[src/rtl/vid_mem_arbiter_pkg.sv]
// Shared types and address map for the video memory arbiter.
// Optional build macro used by the top: ARB_STRICT_MODE_EN.
package vid_mem_arbiter_pkg;

    typedef enum logic [1:0] {MODE_0, MODE_1, MODE_2, MODE_3} ppu_mode_t;

    // Registered steering for cpu_dout, decided in the strobe cycle.
    typedef enum logic [1:0] {SEL_FF, SEL_VRAM, SEL_OAM, SEL_REG} rd_sel_t;

    typedef logic [2:0] dma_state_t;
    localparam dma_state_t DMA_IDLE  = 3'd0;
    localparam dma_state_t DMA_START = 3'd1;
    localparam dma_state_t DMA_RD    = 3'd2;
    localparam dma_state_t DMA_WAIT  = 3'd3;
    localparam dma_state_t DMA_WR    = 3'd4;

    localparam logic [15:0] VRAM_BASE = 16'h8000;
    localparam logic [15:0] VRAM_TOP  = 16'h9FFF;
    localparam logic [15:0] OAM_BASE  = 16'hFE00;
    localparam logic [15:0] OAM_TOP   = 16'hFE9F;
    localparam logic [15:0] HRAM_BASE = 16'hFF80;
    localparam logic [15:0] HRAM_TOP  = 16'hFFFE;
    localparam logic [15:0] REG_DMA   = 16'hFF46;

    function automatic logic in_range(input logic [15:0] a, input logic [15:0] lo,
                                      input logic [15:0] hi);
        return (a >= lo) && (a <= hi);
    endfunction

endpackage

[src/rtl/vid_mem_arbiter_if.sv]
// CPU-side bus into the video memory arbiter; cpu_dout/cpu_blk describe the
// strobe of the previous clock.
interface vid_mem_arbiter_if;
    logic [15:0] cpu_a;
    logic [7:0]  cpu_din;
    logic        cpu_rd;
    logic        cpu_wr;
    logic [7:0]  cpu_dout;
    logic        cpu_blk;

    modport master (output cpu_a, cpu_din, cpu_rd, cpu_wr, input cpu_dout, cpu_blk);
    modport slave  (input cpu_a, cpu_din, cpu_rd, cpu_wr, output cpu_dout, cpu_blk);
endinterface

[src/rtl/vid_mem_arbiter_oam_dma_engine.sv]
// OAM DMA sequencer: FF46 source latch, start delay, then one byte per
// DMA_BYTE_CYCLES clocks (read system bus, write OAM).
module oam_dma_engine
    import vid_mem_arbiter_pkg::*;
#(
    parameter int DMA_LEN         = 160,
    parameter int DMA_BYTE_CYCLES = 4,
    parameter int DMA_START_DELAY = 4
) (
    input  logic        clk_in,
    input  logic        rst_n_in,
    input  logic        reg_wr,
    input  logic [7:0]  reg_din,
    input  logic [7:0]  sys_dout,
    output logic [7:0]  src_hi,
    output logic        dma_active,
    output logic [15:0] sys_a,
    output logic        sys_rd,
    output logic [15:0] oam_a,
    output logic [7:0]  oam_din,
    output logic        oam_wr
);

    localparam logic [7:0] START_LAST = 8'(DMA_START_DELAY - 1);
    localparam logic [7:0] WAIT_LAST  = 8'(DMA_BYTE_CYCLES - 3);
    localparam logic [7:0] IDX_LAST   = 8'(DMA_LEN - 1);

    dma_state_t state;
    logic [7:0] cnt;
    logic [7:0] idx;
    logic [7:0] data_q;
    logic [7:0] src_eff;
    logic       rd_d;

    // Echo RAM (E000-FDFF) mirrors C000-DDFF.
    assign src_eff    = (src_hi >= 8'hE0) ? (src_hi - 8'h20) : src_hi;
    assign dma_active = (state != DMA_IDLE);
    assign sys_rd     = (state == DMA_RD);
    assign sys_a      = sys_rd ? {src_eff, idx} : 16'h0000;
    assign oam_wr     = (state == DMA_WR);
    assign oam_a      = oam_wr ? (OAM_BASE + {8'h00, idx}) : 16'h0000;
    // With no wait cycles the byte is still on sys_dout during the write.
    assign oam_din    = oam_wr ? (rd_d ? sys_dout : data_q) : 8'h00;

    always_ff @(posedge clk_in or negedge rst_n_in) begin
        if (!rst_n_in) begin
            state  <= DMA_IDLE;
            cnt    <= 8'h00;
            idx    <= 8'h00;
            src_hi <= 8'h00;
            data_q <= 8'h00;
            rd_d   <= 1'b0;
        end else begin
            rd_d <= sys_rd;
            if (rd_d) data_q <= sys_dout;
            if (reg_wr) begin
                src_hi <= reg_din;
                state  <= DMA_START;
                cnt    <= 8'h00;
                idx    <= 8'h00;
            end else begin
                case (state)
                    DMA_START: begin
                        if (cnt == START_LAST) begin
                            state <= DMA_RD;
                            cnt   <= 8'h00;
                        end else begin
                            cnt <= cnt + 8'd1;
                        end
                    end
                    DMA_RD: begin
                        cnt   <= 8'h00;
                        state <= (DMA_BYTE_CYCLES > 2) ? DMA_WAIT : DMA_WR;
                    end
                    DMA_WAIT: begin
                        if (cnt == WAIT_LAST) state <= DMA_WR;
                        else                  cnt   <= cnt + 8'd1;
                    end
                    DMA_WR: begin
                        if (idx == IDX_LAST) begin
                            state <= DMA_IDLE;
                        end else begin
                            idx   <= idx + 8'd1;
                            state <= DMA_RD;
                        end
                    end
                    default: state <= DMA_IDLE;
                endcase
            end
        end
    end

endmodule

[src/rtl/vid_mem_arbiter.sv]
// VRAM/OAM arbiter between CPU, PPU fetchers and OAM DMA; owns FF46.
// Build macro ARB_STRICT_MODE_EN enables PPU-mode based CPU blocking.
module vid_mem_arbiter
    import vid_mem_arbiter_pkg::*;
#(
    parameter int DMA_LEN         = 160,
    parameter int DMA_BYTE_CYCLES = 4,
    parameter int DMA_START_DELAY = 4
) (
    input  logic        clk_in,
    input  logic        rst_n_in,
    input  logic        lcd_en,
    input  ppu_mode_t   ppu_mode,
    input  logic [15:0] ppu_vram_a,
    input  logic        ppu_vram_rd,
    output logic [7:0]  ppu_vram_dout,
    input  logic [15:0] ppu_oam_a,
    input  logic        ppu_oam_rd,
    output logic [7:0]  ppu_oam_dout,
    vid_mem_arbiter_if.slave cpu,
    output logic [15:0] sys_a,
    output logic        sys_rd,
    input  logic [7:0]  sys_dout,
    output logic [15:0] vram_a,
    output logic [7:0]  vram_din,
    output logic        vram_rd,
    output logic        vram_wr,
    input  logic [7:0]  vram_dout,
    output logic [15:0] oam_a,
    output logic [7:0]  oam_din,
    output logic        oam_rd,
    output logic        oam_wr,
    input  logic [7:0]  oam_dout,
    output logic        dma_active
);

    ppu_mode_t   eff_mode;
    logic        cpu_acc, in_vram, in_oam, in_hram, in_reg;
    logic        dma_blk, vram_mode_blk, oam_mode_blk;
    logic        cpu_vram_go, cpu_oam_go, blk_now;
    logic        ppu_vram_req, ppu_oam_req, ppu_vram_gnt, ppu_oam_gnt;
    logic        reg_wr;
    logic [7:0]  src_hi;
    logic [15:0] dma_oam_a;
    logic [7:0]  dma_oam_din;
    logic        dma_oam_wr;
    rd_sel_t     rsel_q;
    logic        blk_q, ppu_vsel_q, ppu_osel_q;

    assign eff_mode = lcd_en ? ppu_mode : MODE_0;
    assign cpu_acc  = cpu.cpu_rd | cpu.cpu_wr;
    assign in_vram  = in_range(cpu.cpu_a, VRAM_BASE, VRAM_TOP);
    assign in_oam   = in_range(cpu.cpu_a, OAM_BASE, OAM_TOP);
    assign in_hram  = in_range(cpu.cpu_a, HRAM_BASE, HRAM_TOP);
    assign in_reg   = (cpu.cpu_a == REG_DMA);

    // FF46 stays reachable during DMA so software can restart a transfer.
    assign dma_blk = dma_active && !in_hram && !in_reg;

`ifdef ARB_STRICT_MODE_EN
    assign vram_mode_blk = (eff_mode == MODE_3);
    assign oam_mode_blk  = (eff_mode == MODE_2) || (eff_mode == MODE_3);
`else
    assign vram_mode_blk = 1'b0;
    assign oam_mode_blk  = 1'b0;
`endif

    assign ppu_vram_req = ppu_vram_rd && (eff_mode == MODE_3);
    assign ppu_oam_req  = ppu_oam_rd && ((eff_mode == MODE_2) || (eff_mode == MODE_3));
    assign cpu_vram_go  = cpu_acc && in_vram && !dma_blk && !vram_mode_blk;
    assign cpu_oam_go   = cpu_acc && in_oam && !dma_blk && !oam_mode_blk;
    assign blk_now      = cpu_acc && (dma_blk || (in_vram && vram_mode_blk)
                                              || (in_oam && oam_mode_blk));
    assign reg_wr       = cpu.cpu_wr && in_reg;

    oam_dma_engine #(
        .DMA_LEN         (DMA_LEN),
        .DMA_BYTE_CYCLES (DMA_BYTE_CYCLES),
        .DMA_START_DELAY (DMA_START_DELAY)
    ) u_dma (
        .clk_in     (clk_in),
        .rst_n_in   (rst_n_in),
        .reg_wr     (reg_wr),
        .reg_din    (cpu.cpu_din),
        .sys_dout   (sys_dout),
        .src_hi     (src_hi),
        .dma_active (dma_active),
        .sys_a      (sys_a),
        .sys_rd     (sys_rd),
        .oam_a      (dma_oam_a),
        .oam_din    (dma_oam_din),
        .oam_wr     (dma_oam_wr)
    );

    // CPU ahead of PPU here: in strict builds the CPU is already blocked in mode 3.
    always_comb begin
        vram_a       = 16'h0000;
        vram_din     = 8'h00;
        vram_rd      = 1'b0;
        vram_wr      = 1'b0;
        ppu_vram_gnt = 1'b0;
        if (cpu_vram_go) begin
            vram_a   = cpu.cpu_a;
            vram_din = cpu.cpu_din;
            vram_rd  = cpu.cpu_rd;
            vram_wr  = cpu.cpu_wr;
        end else if (ppu_vram_req) begin
            vram_a       = ppu_vram_a;
            vram_rd      = 1'b1;
            ppu_vram_gnt = 1'b1;
        end
    end

    always_comb begin
        oam_a       = 16'h0000;
        oam_din     = 8'h00;
        oam_rd      = 1'b0;
        oam_wr      = 1'b0;
        ppu_oam_gnt = 1'b0;
        if (dma_oam_wr) begin
            oam_a   = dma_oam_a;
            oam_din = dma_oam_din;
            oam_wr  = 1'b1;
        end else if (cpu_oam_go) begin
            oam_a   = cpu.cpu_a;
            oam_din = cpu.cpu_din;
            oam_rd  = cpu.cpu_rd;
            oam_wr  = cpu.cpu_wr;
        end else if (ppu_oam_req) begin
            oam_a       = ppu_oam_a;
            oam_rd      = 1'b1;
            ppu_oam_gnt = 1'b1;
        end
    end

    always_ff @(posedge clk_in or negedge rst_n_in) begin
        if (!rst_n_in) begin
            rsel_q     <= SEL_FF;
            blk_q      <= 1'b0;
            ppu_vsel_q <= 1'b0;
            ppu_osel_q <= 1'b0;
        end else begin
            if (cpu.cpu_rd) begin
                if (cpu_vram_go)     rsel_q <= SEL_VRAM;
                else if (cpu_oam_go) rsel_q <= SEL_OAM;
                else if (in_reg)     rsel_q <= SEL_REG;
                else                 rsel_q <= SEL_FF;
            end
            blk_q      <= blk_now;
            ppu_vsel_q <= ppu_vram_gnt;
            ppu_osel_q <= ppu_oam_gnt;
        end
    end

    always_comb begin
        case (rsel_q)
            SEL_VRAM: cpu.cpu_dout = vram_dout;
            SEL_OAM:  cpu.cpu_dout = oam_dout;
            SEL_REG:  cpu.cpu_dout = src_hi;
            default:  cpu.cpu_dout = 8'hFF;
        endcase
    end

    assign cpu.cpu_blk    = blk_q;
    assign ppu_vram_dout  = ppu_vsel_q ? vram_dout : 8'hFF;
    assign ppu_oam_dout   = ppu_osel_q ? oam_dout : 8'hFF;

endmodule

[src/flat_wrapper.sv]
// flat-port wrapper written by rule: the top's interface ports become plain ports
module vid_mem_arbiter_flat import vid_mem_arbiter_pkg::*;
#(
    parameter int DMA_LEN         = 160,
    parameter int DMA_BYTE_CYCLES = 4,
    parameter int DMA_START_DELAY = 4
)
  (clk_in, rst_n_in, lcd_en, ppu_mode, ppu_vram_a, ppu_vram_rd, ppu_vram_dout, ppu_oam_a, ppu_oam_rd, ppu_oam_dout, sys_a, sys_rd, sys_dout, vram_a, vram_din, vram_rd, vram_wr, vram_dout, oam_a, oam_din, oam_rd, oam_wr, oam_dout, dma_active, cpu_cpu_a, cpu_cpu_din, cpu_cpu_rd, cpu_cpu_wr, cpu_cpu_dout, cpu_cpu_blk);
  vid_mem_arbiter_if cpu_i ();
  input  logic clk_in;
  input  logic rst_n_in;
  input  logic lcd_en;
  input  ppu_mode_t ppu_mode;
  input  logic [15:0] ppu_vram_a;
  input  logic ppu_vram_rd;
  output logic [7:0] ppu_vram_dout;
  input  logic [15:0] ppu_oam_a;
  input  logic ppu_oam_rd;
  output logic [7:0] ppu_oam_dout;
  output logic [15:0] sys_a;
  output logic sys_rd;
  input  logic [7:0] sys_dout;
  output logic [15:0] vram_a;
  output logic [7:0] vram_din;
  output logic vram_rd;
  output logic vram_wr;
  input  logic [7:0] vram_dout;
  output logic [15:0] oam_a;
  output logic [7:0] oam_din;
  output logic oam_rd;
  output logic oam_wr;
  input  logic [7:0] oam_dout;
  output logic dma_active;
  input wire logic [$bits(cpu_i.cpu_a)-1:0] cpu_cpu_a;
  input wire logic [$bits(cpu_i.cpu_din)-1:0] cpu_cpu_din;
  input wire logic [$bits(cpu_i.cpu_rd)-1:0] cpu_cpu_rd;
  input wire logic [$bits(cpu_i.cpu_wr)-1:0] cpu_cpu_wr;
  output wire logic [$bits(cpu_i.cpu_dout)-1:0] cpu_cpu_dout;
  output wire logic [$bits(cpu_i.cpu_blk)-1:0] cpu_cpu_blk;
  assign cpu_i.cpu_a = cpu_cpu_a;
  assign cpu_i.cpu_din = cpu_cpu_din;
  assign cpu_i.cpu_rd = cpu_cpu_rd;
  assign cpu_i.cpu_wr = cpu_cpu_wr;
  assign cpu_cpu_dout = cpu_i.cpu_dout;
  assign cpu_cpu_blk = cpu_i.cpu_blk;
  vid_mem_arbiter #(.DMA_LEN(DMA_LEN), .DMA_BYTE_CYCLES(DMA_BYTE_CYCLES), .DMA_START_DELAY(DMA_START_DELAY)) u_core (.clk_in(clk_in), .rst_n_in(rst_n_in), .lcd_en(lcd_en), .ppu_mode(ppu_mode), .ppu_vram_a(ppu_vram_a), .ppu_vram_rd(ppu_vram_rd), .ppu_vram_dout(ppu_vram_dout), .ppu_oam_a(ppu_oam_a), .ppu_oam_rd(ppu_oam_rd), .ppu_oam_dout(ppu_oam_dout), .cpu(cpu_i), .sys_a(sys_a), .sys_rd(sys_rd), .sys_dout(sys_dout), .vram_a(vram_a), .vram_din(vram_din), .vram_rd(vram_rd), .vram_wr(vram_wr), .vram_dout(vram_dout), .oam_a(oam_a), .oam_din(oam_din), .oam_rd(oam_rd), .oam_wr(oam_wr), .oam_dout(oam_dout), .dma_active(dma_active));
endmodule
[config.mk]
export PLATFORM = sky130hd
export DESIGN_NAME = vid_mem_arbiter_flat
export DESIGN_NICKNAME = d
export VERILOG_FILES = /design/src/rtl/vid_mem_arbiter_pkg.sv /design/src/rtl/vid_mem_arbiter_if.sv /design/src/rtl/vid_mem_arbiter_oam_dma_engine.sv /design/src/rtl/vid_mem_arbiter.sv /design/src/flat_wrapper.sv
export SDC_FILE = /design/constraint.sdc
export NUM_CORES = 1
export LEC_CHECK = 0
export ABC_AREA = 1
export CORE_UTILIZATION = 40
export CTS_BUF_LIST = sky130_fd_sc_hd__clkbuf_8 sky130_fd_sc_hd__clkbuf_16
export DETAILED_ROUTE_END_ITERATION = 10
export HOLD_SLACK_MARGIN = 0.08
export PLACE_DENSITY = 0.85
export SKIP_LAST_GASP = 1
export SLEW_MARGIN = 40
export SYNTH_ARGS = -nofsm -noshare
export SYNTH_HDL_FRONTEND = slang
export SYNTH_SLANG_ARGS = --single-unit
[constraint.sdc]
create_clock -name clk_in -period 3.2 [get_ports clk_in]
set_input_delay 0.64 -clock clk_in [delete_from_list [all_inputs] [get_ports clk_in]]
set_output_delay 0.64 -clock clk_in [all_outputs]
set_load 0.01 [all_outputs]
### Yosys cells after proc, flatten, opt, wreduce, memory -nomap -nowiden

Cells that the tools add are included.

* register bits after elaboration: 41
* input bits: 89

* reduce and logical (&&, ||, !) cells: 23
* $lt $le $gt $ge: 7
* eq/ne operators: 17
* bitwise gates (word level): 1
* multiplexer cells: 41
* $add $sub $neg: 4

Operator list (count)
* $mux W8: 13
* $mux W16: 6
* $ge A16 B16 Y1 const B: 3
* $le A16 B16 Y1 const B: 3
* $pmux W8 S3: 2
* $add A8 B1 Y8 const B: 2
* $eq A16 B16 Y1 const B: 1
* $logic_and A1 B1 Y1: 13
* $pmux W3 S4: 1
* $add A10 B9 Y11 const A: 1
* $mux W1: 11
* $mux W2: 5
* $mux W3: 3
* $ne A3 B2 Y1 const B: 3
* $eq A2 B2 Y1 const B: 4
* $eq A8 B1 Y1 const B: 1
* $eq A8 B2 Y1 const B: 1
* $eq A8 B8 Y1 const B: 1
* $ge A8 B8 Y1 const B: 1
* $sub A8 B6 Y8 const B: 1
* $eq A3 B2 Y1 const B: 2
* $reduce_and A2 Y1: 3
* $reduce_bool A4 Y1: 1
* $eq A3 B1 Y1 const B: 1
* 8 further kinds: 10

### Logic depth before layout (Yosys ltp)

Gate-level depths: netlist of run 1.

* depth after elaboration: 9
* gate-level depth with buffers: 12
* gate-level depth less buffers: 11

### Modules after synthesis

From an unflattened synthesis of run 1, not the netlist that was laid out.

* cell total of the unflattened synthesis: 609
* area total of the unflattened synthesis: 3679.8 µm²

Modules (own cells, without submodules)
* oam_dma_engine: area an instance 2189.6 µm², cells each 298, times used 1
* vid_mem_arbiter: area an instance 1490.2 µm², cells each 311, times used 1

### Worst setup path before layout of run 1

OpenSTA, ideal clock, no wires.

* kind: input-to-output
* start: input cpu_cpu_a[15]
* end: output oam_a[6]
* stages on the path: 11
* path buffers: 2
* data arrival time: 1.683 ns
* path slack: 0.877 ns
* path through: nand2_1 inv_2 nand2_1 nor2_1 and3_1 buf_4 nand2_2 buf_4 nand2_1 nand3_1 nand2_1

* word-level cells in the longest chain between the ends: 9

RTL lines
* start: declaration: RTL line flat_wrapper.sv:34 `input wire logic [$bits(cpu_i.cpu_a)-1:0] cpu_cpu_a;`
* $ge A16 B16 Y1 / $le A16 B16 Y1 (equally long branches): RTL line vid_mem_arbiter_pkg.sv:27 `return (a >= lo) && (a <= hi);`
* $logic_and A1 B1 Y1: RTL line vid_mem_arbiter_pkg.sv:27
* $logic_not A1 Y1: RTL line vid_mem_arbiter.sv:58 `assign dma_blk = dma_active && !in_hram && !in_reg;`
* $logic_and A1 B1 Y1 (2 in series): RTL line vid_mem_arbiter.sv:58
* $logic_not A1 Y1: RTL line vid_mem_arbiter.sv:71 `assign cpu_oam_go = cpu_acc && in_oam && !dma_blk && !oam_mode_blk;`
* $logic_and A1 B1 Y1 (*): RTL line vid_mem_arbiter.sv:71
* $mux W16 (*): RTL line vid_mem_arbiter.sv:124 `end else if (cpu_oam_go) begin`
* $mux W16 (*): RTL line vid_mem_arbiter.sv:120 `if (dma_oam_wr) begin`
* end: declaration: RTL line flat_wrapper.sv:28 `output logic [15:0] oam_a;`

Mark *: on every way between the ends. The rest lies on a longest branch, timed or not.

### Final worst setup path of run 1

* start: input cpu_cpu_a[10]
* end: output oam_a[15]

The elaborated chain is that of the path after synthesis.

==> summary.txt, run 1 <==
Outcome
  • Status: finished, final reports clean

STA
  • Setup_tns: 0 ns
  • Final setup violation count: 0
  • Final hold violation count: 0
  • Max Fclk: 0.318 GHz
  • Period utilization: 0.982
  • Max transition margin: 0.660
  • Min Tclk post-route: 3.14 ns
  • Worst slew pin tran: around 0.51 ns
  • Fin worst setup slack: 0.0589 ns
  • Worst Clk Skew: 0.00565 ns
  • RSZ-0062 raised after global routing: true
  • Slew Viols, Final: 0

Detailed routing
  • Drt pass-1 iters: 5
  • Detail Route Antenna Nets: 0
  • Routed Wire Length: between 10000 and 15000 um
  • Via count: 4291
  • Average wire per standard cell: around 14 um
  • First DRT Iteration DRCs: between 200 and 250
  • Vias per inst: between 5 and 6
  • Drt drc: 0

Floorplanning
  • Die Area: between 0.008 and 0.009 sq mm
  • Std-Cell Rows: 32
  • Die Wd: around 90 um
  • Core area: around 0.008 sq mm
  • I/O Pins: about 180
  • Initial core utilization: 0.416
  • Die height: just over 90 um

Critical path
  • Critical path class: input pin to output pin
  • Crit start category: input pin
  • Worst Path Arrival: 2.50 ns
  • Critical Path RT: 2.56 ns
  • R2R depth: 8
  • Worst setup EP type: output pin
  • Crit path cell chain: clkdlybuf4s50_1, nand2_1, inv_1, nand2_1, nor2_4, nand2_1, nand3_4, buf_4, buf_4, nand2_4, nand3_1, nand3_1, dlygate4sd2_1
  • Critical path depth: 13
  • Most frequent CP cell: nand2_1
  • CP max stage cell: clkdlybuf4s50_1
  • CP delay by family, top: buffers and inverters
  • CP Max Fanout: 9
  • Slowest stage delay, CP: roughly 0.49 ns
  • CP bufs+invs: 5

Place
  • DPL Wire Length: roughly 9400 um
  • Placement Setup Slack: -0.225 ns
  • Port bufs: about 180
  • Cell area after placement: between 0.005 and 0.006 sq mm
  • Gpl congestion: ~1.0

GRT
  • Gr usage total: 0.272
  • Total gr overflow: 0
  • Initial antenna violation count: 0
  • Vias in the first global route: between 4000 and 5000
  • Largest net degree at the start of global routing: between 40 and 50
  • First-pass GRT wire length: between 15000 and 20000 um

Clock tree
  • Clock sink total: between 40 and 50
  • Root Buffer Master: clkbuf_8
  • Clk slew on worst S/H paths: approximately 0.08 ns
  • H-tree levels: 2
  • CTS Buf Count: 5
  • Hold buffers post-CTS: 0
  • Skew-Pair Late Insertion Delay: between 0.2 and 0.3 ns
  • CTS tree: done
  • Longest Clk Path Bufs: 2

Finish
  • Layout Area Growth over Synthesis: 71.4%
  • Most common cell after layout, fill and taps aside: nand2_1
  • Most frequent cells in the layout: nand2_1, clkdlybuf4s50_1, inv_1
  • Layout Nets: just over 800
  • Antenna diodes: 0
  • Fin area: 0.00557 sq mm
  • Ratio of cells with drive above 1 in the final layout: 0.114

Flow run
  • Max-Cap Viols: 0

Synthesis
  • Post-Synth Simple-Gate Area: 0.384
  • Compound-Gate Fraction of Synth Area: 0.112
  • Largest family of logic cells by synthesized area: simple AND/OR/NAND/NOR gates
  • Syn_area_per_cell: approximately 6.2 sq um
  • Synth Area in Adders: 0.0154
  • Yosys warns: 0
  • Xor/xnor share of the synthesized area: 0.0135
  • Post-synthesis sequential area ratio: 0.316
  • Syn Std Cell Area: roughly 0.0032 sq mm
  • Post-synthesis mux area share: 0.0277
  • FF+latch count, synth: 41
  • Cells after Synth: ~520
  • Syn Nets: a little over 600
  • Synth unique cells: 31

Power and ir drop
  • Static Leak: between 0.003 and 0.004 uW
  • Tot Pwr: between 2000 and 2500 uW
  • Power per standard cell area: roughly 430 mW/mm^2
  • VDD IR max: 0.395 mV

Worst hold path
  • Worst hold-check path type: input pin to async pin
worst register-to-register path, stage by stage, from the launching register on:
cell	delay, ns
dfrtp_1	0.40
nor2_2	0.26
nand2_2	0.30
nand2_1	0.16
inv_1	0.07
nand3_1	0.30
inv_1	0.14
nand2_1	0.08
o21ai_0	0.09
power by group:
group | switching (uW) | internal (uW)
logic | 665 | 561
registers | 120 | 655
clock network | 173 | 195
sequential cells by signal (all words and copies together) (netlist names):
name / flops
u_core.u_dma.data_q: 8
u_core.u_dma.rd_d: 1
u_core.cpu.cpu_blk: 1
u_core.u_dma.cnt: 8
u_core.u_dma.idx: 8
u_core.ppu_vsel_q: 1
u_core.rsel_q: 2
u_core.u_dma.state: 3
u_core.ppu_osel_q: 1
u_core.u_dma.src_hi: 8
path summary, 6_finish.rpt:
kind | from | end | slack [ns]
worst max-delay path | cpu_cpu_a[10] | oam_a[15] | 0.06
worst min-delay path | rst_n_in | u_core.u_dma.src_hi[2] | 0.31
min in group clk_in | u_core.u_dma.src_hi[0] | u_core.u_dma.src_hi[0] | 0.49
max in group asynchronous | rst_n_in | u_core.ppu_vsel_q | 2.53
worst max register to register | u_core.u_dma.state[2] | u_core.u_dma.cnt[0] | 1.28
worst min register to register | u_core.u_dma.src_hi[0] | u_core.u_dma.src_hi[0] | 0.49
cell usage after synthesis:
cell type / instances / area, sq um
nand2_2: 4 / 25.0
clkbuf_1: 9 / 33.8
ha_1: 4 / 50.1
buf_2: 3 / 15.0
nor3_1: 4 / 20.0
o22ai_1: 2 / 12.5
nand3_2: 2 / 20.0
nor2_4: 1 / 11.3
a31oi_1: 2 / 12.5
o21ai_0: 28 / 140
mux2_2: 8 / 90.1
nor4_1: 3 / 18.8
nor2_1: 43 / 161
nand2_1: 170 / 638
nand3_1: 55 / 275
o221ai_1: 8 / 70.1
buf_6: 1 / 11.3
buf_1: 1 / 3.75
nand3b_1: 1 / 7.51
inv_1: 82 / 308
dfrtp_1: 41 / 1030
and3_1: 1 / 6.26
xor2_1: 5 / 43.8
a211oi_1: 1 / 7.51
nor2_2: 2 / 12.5
a311oi_1: 2 / 17.5
o21ai_1: 12 / 60.1
nand4_1: 8 / 50.1
a21oi_1: 9 / 45.0
inv_2: 7 / 26.3
buf_4: 4 / 30.0
cell type report:
cell class                 instances  area (sq um)
clock buffer                       7          96.3
clock inverter                     1          5.00
fill                             633          2240
inverter                          89           347
multi-input combinational        375          1840
sequential                        41          1030
tap                              102           128
timing repair buffer             221          2120
timing repair inverter             1          6.26
routing by layer:
layer / vias to the layer above / wire, um / global-route usage
li1: 2081 / - / -
met1: 1946 / 4800 / 0.324
met2: 230 / 6160 / 0.494
met3: 34 / 787 / 0.0290
met4: 0 / 327 / 0.111
met5: - / 0 / 0
per-stage QoR:
step,util,std cells,hold slack (ns)
after floorplan,-,523,0.344
after global placement,0.690,825,0.466
after detailed placement,0.690,825,0.473
after CTS,0.698,833,0.327
after global routing,0.713,837,0.340
final,0.713,837,0.308
cells by family after synthesis:
group           count (synthesis)
flops                          41
compound gates                 64
mux                             8
fa+ha+maj                       4
buf+inv                       107
xor+xnor                        5
simple gates                  294
repair_timing:
action                                  in CTS  in global routing
cloned                                       0                  1
setup buffers                                0                  3
resized for setup                           37                 55
endpoints found under the setup margin      50                 29
pin swaps                                    0                  2
(Power assumes the default switching activity.)
==> inputs of run 2 (changes only) <==
--- a/config.mk
+++ b/config.mk
@@ -6,11 +6,12 @@
 export NUM_CORES = 1
 export LEC_CHECK = 0
 export ABC_AREA = 1
+export CORE_ASPECT_RATIO = 0.8
 export CORE_UTILIZATION = 40
 export CTS_BUF_LIST = sky130_fd_sc_hd__clkbuf_8 sky130_fd_sc_hd__clkbuf_16
 export DETAILED_ROUTE_END_ITERATION = 10
 export HOLD_SLACK_MARGIN = 0.08
-export PLACE_DENSITY = 0.85
+export PLACE_DENSITY = 0.83
 export SKIP_LAST_GASP = 1
 export SLEW_MARGIN = 40
 export SYNTH_ARGS = -nofsm -noshare
==> summary.txt, run 2 (synthesis gave the netlist of run 1 again) <==
Critical path
  • CP delay by family, top: buffers and inverters
  • RR Startpoint: u_core.u_dma.state[2]
  • Critical path class: input pin to output pin
  • Crit start category: input pin
  • Worst Path Arrival: approximately 2.7 ns
  • CP bufs+invs: 4
  • CP max stage cell: clkdlybuf4s50_1
  • CP startpoint: cpu_cpu_a[8]
  • Crit path cell chain: clkdlybuf4s50_1, nand2_1, inv_2, nand2_2, nor2_4, nand3_2, nand3_4, nand2_8, nand2_8, clkinvlp_4, nand2_1, nand2_1, clkdlybuf4s50_1
  • Critical Path RT: between 2 and 3 ns
  • Slowest stage delay, CP: approximately 0.5 ns
  • Most frequent CP cell: nand2_1
  • Worst setup EP type: output pin
  • CP Max Fanout: 5

STA
  • Period utilization: 1.04
  • Worst slew pin tran: a little over 0.5 ns
  • Fin worst setup slack: -0.118 ns
  • Setup_tns: -0.424 ns
  • Slew Viols, Final: 0
  • Max transition margin: 0.654
  • Max Fclk: around 0.30 GHz
  • Worst Clk Skew: roughly 0.0088 ns
  • Min Tclk post-route: roughly 3.3 ns
  • Final setup violation count: 5
  • RSZ-0062 raised after global routing: true
  • Final hold violation count: 0

Floorplanning
  • I/O Pins: roughly 180
  • Std-Cell Rows: 29
  • Initial core utilization: 0.411
  • Die height: between 80 and 90 um
  • Core area: a little under 0.008 sq mm
  • Die Wd: between 100 and 150 um
  • Die Area: approximately 0.0085 sq mm

Worst hold path
  • Worst hold-check path type: input pin to async pin

Clock tree
  • Clock sink total: around 40
  • Root Buffer Master: clkbuf_8
  • Longest Clk Path Bufs: 2
  • Hold buffers post-CTS: 0
  • CTS tree: done
  • CTS Buf Count: 5
  • Skew-Pair Late Insertion Delay: between 0.2 and 0.3 ns
  • Clk slew on worst S/H paths: approximately 0.080 ns
  • H-tree levels: 2

Place
  • Port bufs: 183
  • Cell area after placement: between 0.005 and 0.006 sq mm
  • Placement Setup Slack: -0.326 ns
  • DPL Wire Length: between 9000 and 10000 um
  • Gpl congestion: 0.900

Finish
  • Layout Area Growth over Synthesis: 74.6%
  • Fin util: 0.717
  • Most common cell after layout, fill and taps aside: nand2_1
  • Layout Nets: approximately 830
  • Fin area: approximately 0.0057 sq mm
  • Antenna diodes: 0
  • Ratio of cells with drive above 1 in the final layout: 0.134
  • Most frequent cells in the layout: nand2_1, clkdlybuf4s50_1, inv_1

Power and ir drop
  • Static Leak: 0.00313 uW
  • VDD IR max: roughly 0.38 mV
  • Tot Pwr: approximately 2300 uW
  • Power per standard cell area: ~410 mW/mm^2

GRT
  • Gr usage total: 0.295
  • Total gr overflow: 0
  • Largest net degree at the start of global routing: 42
  • Initial antenna violation count: 0
  • First-pass GRT wire length: between 15000 and 20000 um
  • Vias in the first global route: 3972

Detailed routing
  • Average wire per standard cell: around 15 um
  • Via count: ~4400
  • Vias per inst: 5.16
  • Drt drc: 0
  • Routed Wire Length: between 10000 and 15000 um
  • Drt pass-1 iters: 5
  • Detail Route Antenna Nets: 0
  • First DRT Iteration DRCs: slightly below 200

Flow run
  • Max-Cap Viols: 0

Outcome
  • Status: complete, but fails checks
  • Failing checks: setup timing
run 2: per-stage QoR:
| step | cells | hold WS (ns) |
|---|---|---|
| 2_1_floorplan | 523 | 0.344 |
| 3_3_place_gp | 833 | 0.465 |
| 3_5_place_dp | 833 | 0.473 |
| 4_1_cts | 842 | 0.329 |
| 5_1_grt | 848 | 0.356 |
| 6_report | 848 | 0.311 |
run 2: final timing paths:
kind | cells after the start | slack (ns) | to
hold / removal | 1 | 0.31 | u_core.u_dma.cnt[6]
setup / recovery | 13 | -0.12 | vram_a[5]
setup reg to reg | 8 | 1.26 | u_core.u_dma.cnt[0]
min in group clk_in | 2 | 0.49 | u_core.u_dma.cnt[6]
max in group asynchronous | 1 | 2.52 | u_core.ppu_vsel_q
hold reg to reg | 2 | 0.49 | u_core.u_dma.cnt[6]
run 2: worst register-to-register path, cell delays in order (launching register included):
cell,delay (ns)
dfrtp_1,0.41
nor2_2,0.28
nand2_2,0.31
nand2_1,0.15
inv_1,0.06
nand3_1,0.32
inv_1,0.14
nand2_1,0.08
o21ai_0,0.07
run 2: layout make-up:
class | instances | area, sq um
clock inverters | 1 | 5.00
inverters | 89 | 344
multi-input cells | 375 | 1910
fillers | 647 | 2240
repair buffers | 228 | 2180
repair inverters | 1 | 7.51
well taps | 108 | 135
clock buffers | 5 | 68.8
flip-flops and latches | 41 | 1030
run 2: timing repair:
| item | 4_1_cts | 5_1_grt |
|---|---|---|
| setup endpoints to repair | 52 | 50 |
| cloned | 1 | 0 |
| setup buffers | 2 | 6 |
| pin swaps | 1 | 4 |
| gates resized for setup | 51 | 57 |
run 2: metal layers:
layer,global-route usage,share of wire,vias to the layer above
met2,0.515,0.49,231
met4,0.163,0.049,0
met3,0.0429,0.067,49
li1,-,-,2098
met5,0,0,-
met1,0.353,0.39,1997
run 2: power breakdown:
part | switching (uW) | internal [uW]
clock | 175 | 144
sequential | 117 | 655
combinational | 694 | 552
